### config.mk
export PLATFORM = sky130hd
export DESIGN_NAME = dcache_miss_ctrl
export DESIGN_NICKNAME = d
export VERILOG_FILES = /design/src/rtl/dcache_miss_ctrl.sv
export SDC_FILE = /design/constraint.sdc
export NUM_CORES = 1
export LEC_CHECK = 0
export CAP_MARGIN = 20
export CORE_AREA = 4 4 229 231
export CTS_BUF_LIST = sky130_fd_sc_hd__clkbuf_4
export DETAILED_ROUTE_END_ITERATION = 16
export DIE_AREA = 0 0 233 235
export PLACE_DENSITY = 0.52
export SYNTH_ARGS = -nofsm -noshare
export SYNTH_HDL_FRONTEND = slang
export SYNTH_SLANG_ARGS = --single-unit
### constraint.sdc
create_clock -name clk_i -period 2.26 [get_ports clk_i]
set_input_delay 0.226 -clock clk_i [delete_from_list [all_inputs] [get_ports clk_i]]
set_output_delay 0.226 -clock clk_i [all_outputs]
set_load 0.005 [all_outputs]
### src/rtl/dcache_miss_ctrl.sv
// Data-cache miss controller: stalls the core, writes back a dirty victim, fetches and fills the
// line, then replays once. Define DCACHE_MISS_PERF_EN to add miss/write-back performance counters.
module dcache_miss_ctrl #(
  parameter int unsigned ADDR_W = 20,
  parameter int unsigned OFF_W  = 4,
  parameter int unsigned WAY_W  = 2,
  parameter int unsigned LINE_W = 128
) (
  input  logic                    clk_i,
  input  logic                    rsn_i,
  input  logic                    kill_i,
  input  logic [ADDR_W-1:0]       c_addr_i,
  input  logic                    c_hit_i,
  input  logic                    c_miss_i,
  input  logic [WAY_W-1:0]        c_lru_way_i,
  input  logic                    victim_dirty_i,
  input  logic [ADDR_W-OFF_W-1:0] victim_line_addr_i,
  input  logic [LINE_W-1:0]       victim_data_i,
  output logic                    stall_core_o,
  output logic                    mem_req_o,
  output logic                    mem_we_o,
  output logic [ADDR_W-OFF_W-1:0] mem_addr_o,
  output logic [LINE_W-1:0]       mem_wdata_o,
  input  logic                    mem_ack_i,
  input  logic [LINE_W-1:0]       mem_rdata_i,
`ifdef DCACHE_MISS_PERF_EN
  output logic [31:0]             perf_miss_cnt_o,
  output logic [31:0]             perf_wb_cnt_o,
`endif
  output logic                    fill_we_o,
  output logic [WAY_W-1:0]        fill_way_o,
  output logic [ADDR_W-OFF_W-1:0] fill_line_addr_o,
  output logic [LINE_W-1:0]       fill_data_o
);

  typedef enum logic [2:0] {StIdle, StWb, StFill, StWrite, StReplay} state_e;

  state_e                    state_q;
  logic                      stall_q;
  logic                      mem_req_q;
  logic                      mem_we_q;
  logic [ADDR_W-OFF_W-1:0]   mem_addr_q;
  logic [LINE_W-1:0]         mem_wdata_q;
  logic                      fill_we_q;
  logic [WAY_W-1:0]          way_q;
  logic [ADDR_W-OFF_W-1:0]   miss_line_q;
  logic [LINE_W-1:0]         fill_buf_q;

  logic miss_start;
  logic wb_done;
  logic unused_bits;

  assign miss_start  = (state_q == StIdle) && c_miss_i && !kill_i;
  assign wb_done     = (state_q == StWb) && mem_ack_i;
  // A hit flagged together with a miss is treated as a miss, so c_hit_i plays no role.
  assign unused_bits = ^{c_hit_i, c_addr_i[OFF_W-1:0]};

  // In IDLE the stall must reach the stage latch in the same cycle the miss appears.
  assign stall_core_o     = (state_q == StIdle) ? (c_miss_i & ~kill_i) : stall_q;
  assign mem_req_o        = mem_req_q;
  assign mem_we_o         = mem_we_q;
  assign mem_addr_o       = mem_addr_q;
  assign mem_wdata_o      = mem_wdata_q;
  assign fill_we_o        = fill_we_q;
  assign fill_way_o       = way_q;
  assign fill_line_addr_o = miss_line_q;
  assign fill_data_o      = fill_buf_q;

  // Victim address/data are latched directly into the memory request registers.
  always_ff @(posedge clk_i) begin
    if (!rsn_i) begin
      state_q     <= StIdle;
      stall_q     <= 1'b0;
      mem_req_q   <= 1'b0;
      mem_we_q    <= 1'b0;
      mem_addr_q  <= '0;
      mem_wdata_q <= '0;
      fill_we_q   <= 1'b0;
      way_q       <= '0;
      miss_line_q <= '0;
      fill_buf_q  <= '0;
    end else begin
      fill_we_q <= 1'b0;
      unique case (state_q)
        StIdle: begin
          if (miss_start) begin
            miss_line_q <= c_addr_i[ADDR_W-1:OFF_W];
            way_q       <= c_lru_way_i;
            stall_q     <= 1'b1;
            mem_req_q   <= 1'b1;
            if (victim_dirty_i) begin
              state_q     <= StWb;
              mem_we_q    <= 1'b1;
              mem_addr_q  <= victim_line_addr_i;
              mem_wdata_q <= victim_data_i;
            end else begin
              state_q     <= StFill;
              mem_we_q    <= 1'b0;
              mem_addr_q  <= c_addr_i[ADDR_W-1:OFF_W];
              mem_wdata_q <= '0;
            end
          end
        end
        StWb: begin
          if (mem_ack_i) begin
            state_q     <= StFill;
            mem_we_q    <= 1'b0;
            mem_addr_q  <= miss_line_q;
            mem_wdata_q <= '0;
          end
        end
        StFill: begin
          if (mem_ack_i) begin
            state_q    <= StWrite;
            fill_buf_q <= mem_rdata_i;
            mem_req_q  <= 1'b0;
            mem_addr_q <= '0;
            fill_we_q  <= 1'b1;
          end
        end
        StWrite: begin
          state_q <= StReplay;
          stall_q <= 1'b0;
        end
        StReplay: begin
          state_q <= StIdle;
        end
        default: begin
          state_q <= StIdle;
        end
      endcase
    end
  end

`ifdef DCACHE_MISS_PERF_EN
  logic [31:0] miss_cnt_q;
  logic [31:0] wb_cnt_q;

  always_ff @(posedge clk_i) begin
    if (!rsn_i) begin
      miss_cnt_q <= '0;
      wb_cnt_q   <= '0;
    end else begin
      if (miss_start) miss_cnt_q <= miss_cnt_q + 32'd1;
      if (wb_done)    wb_cnt_q   <= wb_cnt_q + 32'd1;
    end
  end

  assign perf_miss_cnt_o = miss_cnt_q;
  assign perf_wb_cnt_o   = wb_cnt_q;
`else
  logic unused_wb_done;
  assign unused_wb_done = wb_done;
`endif

endmodule

==> flow_summary_export.csv <==
group,metric,value,unit
setup_path,setup.worst_path.start,"state_q[1]",
placement,port_buffers,589,
cells_and_area,post-route-util,0.438,
routing,drtIter0Drc,304,
cells_and_area,layout-drive-gt1-share,0.138,
synthesis,yosys.area.top_type_share,0.505,
grt,grt_pass1_wl,76900,µm
cells_and_area,register_area,5950,µm²
floorplan,coreArea,50100,µm²
clock_network,h-tree-depth,3,
sta,drv_slew,0,
cells_and_area,multi_input_area,5240,µm²
power_and_ir_drop,p_sw,3.61,mW
synthesis,syn_area_per_cell,9.75,µm²
sta,slew_headroom,0.707,
synthesis,ys_ff_latch,297,
placement,place_ws,0.0160,ns
synthesis,synth.distinct_cells,35,
cells_and_area,area_growth_syn_to_layout,86.1,%
placement,dp_hpwl,37200,µm
sta,fin_crit_sh,0.916,
sta,postLayoutSetupSlackWorst,0.190,ns
power_and_ir_drop,p_int,9.88,mW
sta,setup_viol,0,
cells_and_area,nNetsFinal,2364,
setup_path,end_kind,"output pin",
power_and_ir_drop,total_power,13.5,mW
setup_path,ff2ff_path_depth,7,
grt,first_global_vias,12758,
cells_and_area,nFillCells,4846,
clock_network,cts.reportedPaths.clkPinSlew,0.07,ns
routing,drcViolationCount,0,
synthesis,async_flop_share,0,
power_and_ir_drop,seq_power_share,0.417,
floorplan,num_io_pins,595,
synthesis,yosysWarnings,0,
clock_network,numCtsBuffers,86,
power_and_ir_drop,power_density,616,nW/µm²
routing,wl_per_cell,18.3,µm
routing,ant_nets,0,
setup_path,crit_fanout,5,
floorplan,initial_core_util,0.235,
floorplan,die_width,233,µm
synthesis,post-synth-top-area-cell,"dfxtp_1",
setup_path,rrSetupSlack,0.32,ns
power_and_ir_drop,power_frac_clock,0.381,
setup_path,critPathLaunchType,"flop",
hold_path,hold_path.class,"in2reg",
setup_path,reg2reg_from,"state_q[0]",
routing,first_pass_iters,5,
power_and_ir_drop,max-vdd-ir-drop,0.377,mV
sta,period_needed,2.07,ns
synthesis,syn-cell-area,11800,µm²
clock_network,insertion_delay,0.82,ns
floorplan,dieArea,54800,µm²
synthesis,synth_edf_count,0,
clock_network,root_buffer,"clkbuf_4",
setup_path,reg2reg_to,"fill_data_o[115]",
clock_network,cts_tree,"yes",
cells_and_area,fin_cells,2807,
job,max-cap-violations,0,
sta,hold_violations,0,
synthesis,syn_nets,1509,
grt,track_usage,0.181,
routing,vias_per_cell,4.28,
setup_path,worst_ep_arrival_time,1.84,ns
power_and_ir_drop,p_sw_frac,0.267,
routing,route.final.wire_length,51500,µm
synthesis,synth_area_leaders,"dfxtp_1 50%, a22oi_2 11%, a21boi_0 10%",
routing,vias,12014,
floorplan,rows,82,
placement,gp_congestion,0.791,
grt,antenna_found_initial,12,
grt,grt_max_degree,68,
sta,worstMarginPinSlew,0.440,ns
floorplan,die_h,235,µm
synthesis,seq_area_frac_synth,0.505,
grt,grt-ovfl-total,0,
placement,dpl.cell_count,2409,
status,status,"complete, no violations",
setup_path,cp.required,2.03,ns
setup_path,path_class,"reg2out",
synthesis,yosys_most_used_dff,"dfxtp_1",
power_and_ir_drop,comb_power_share,0.203,
sta,fin_hold_ws,0.0879,ns
sta,max_freq,483,MHz
setup_path,cp-endpoint,"stall_core_o",
power_and_ir_drop,power_leakage,7.63,nW
sta,skew,0.0489,ns
synthesis,syn_inst,1208,
clock_network,clk_path_buf_depth,3,
clock_network,clock-sinks,297,
## kinds of logic after synthesis
logic type | after synthesis | share of synthesized area
and+or+nand+nor | 457 | 0.178
xor gates and xnor gates | 1 | 0.000744
muxes | 17 | 0.0144
AOI/OAI and AO/OA | 333 | 0.250
buffers and inverters | 103 | 0.0525
DFF | 297 | 0.505
## worst min path at each step
stage | endpoint | slack [ns] | start | cells after the start
after floorplan | fill_line_addr_o[13] | 0.37 | c_addr_i[17] | 2
after global placement | fill_data_o[124] | 0.45 | fill_data_o[124] | 2
after detailed placement | fill_data_o[29] | 0.45 | fill_data_o[29] | 2
after CTS | mem_wdata_o[94] | 0.0002 | victim_data_i[94] | 3
after global routing | mem_wdata_o[33] | 0.009 | victim_data_i[33] | 3
final | fill_data_o[83] | 0.09 | mem_rdata_i[83] | 3
## stage by stage
step / TNS, ns / cell area [µm²]
after floorplan: 0 / 11800
final: 0 / 21900
after global placement: 0 / 18400
after global routing: -0.0179 / 21900
after CTS: 0 / 21900
after detailed placement: 0 / 18400
## per-layer routing
| metal | vias to the layer above | share of wire | track usage |
|---|---|---|---|
| met5 | - | 0 | 0 |
| met4 | 0 | 0.031 | 0.0741 |
| met3 | 94 | 0.11 | 0.0894 |
| met2 | 501 | 0.49 | 0.310 |
| met1 | 5552 | 0.37 | 0.188 |
| li1 | 5867 | - | - |
## synthesized netlist by cell type (2+ instances only)
cell	n
and2_1	2
nor2b_1	121
clkbuf_1	50
nand2b_1	2
nand2_1	307
nor2_1	5
a21oi_1	18
buf_2	14
a22oi_2	100
mux2i_1	17
dfxtp_1	297
a22oi_1	19
a2bb2oi_1	16
a21boi_0	157
buf_6	21
nor3_1	2
o21ai_0	17
buf_4	15
buf_1	2
nand3_1	10
and3_1	2
## timing repair
item,in CTS,in global routing
endpoints found under the hold margin,246,0
setup endpoints to repair,1,1
resized for setup,6,1
cloned,0,0
hold buffers,234,0
pin swaps,1,1
setup buffers,2,2
## critical path: stages (launching register included)
cell and delay (ns):
dfxtp_1 0.45, nor3_4 0.07, buf_4 0.13, buf_4 0.14, a21oi_1 0.13, buf_2 0.15
## final cells by class
cell class | count | area share
repair buffers | 869 | 0.400
multi-input cells | 808 | 0.239
diodes | 13 | 0.00148
clock buffers | 127 | 0.0435
flip-flops and latches | 297 | 0.271
inverters | 1 | 0.000171
clock inverters | 20 | 0.00628
well taps | 672 | 0.0384
## sequential cells by signal (all words and copies together) (netlist names)
name	cells
fill_way_o	2
mem_addr_o	16
fill_we_o	1
state_q	3
mem_wdata_o	128
fill_data_o	128
mem_req_o	1
stall_q	1
fill_line_addr_o	16
mem_we_o	1
## cell usage in the layout (no fill, tap or decap), drive strengths merged, types with 13 or more instances in the layout
master	instances
clkdlybuf4s50	587
nand2	307
dfxtp	297
dlygate4sd3	234
a21boi	157
clkbuf	127
nor2b	121
a22oi	119
buf	48
a21oi	18
mux2i	17
o21ai	17
a2bb2oi	16
clkinv	14
diode	13
## power groups by stage
stage	combinational, mW	clock (mW)	sequential [mW]
floorplan	0.991	0	5.74
global placement	2.37	0	5.72
detailed placement	2.38	0	5.73
CTS	2.76	5.39	5.62
global route	2.94	5.71	5.65
finish	2.73	5.14	5.62
(Power assumes the default switching activity.)
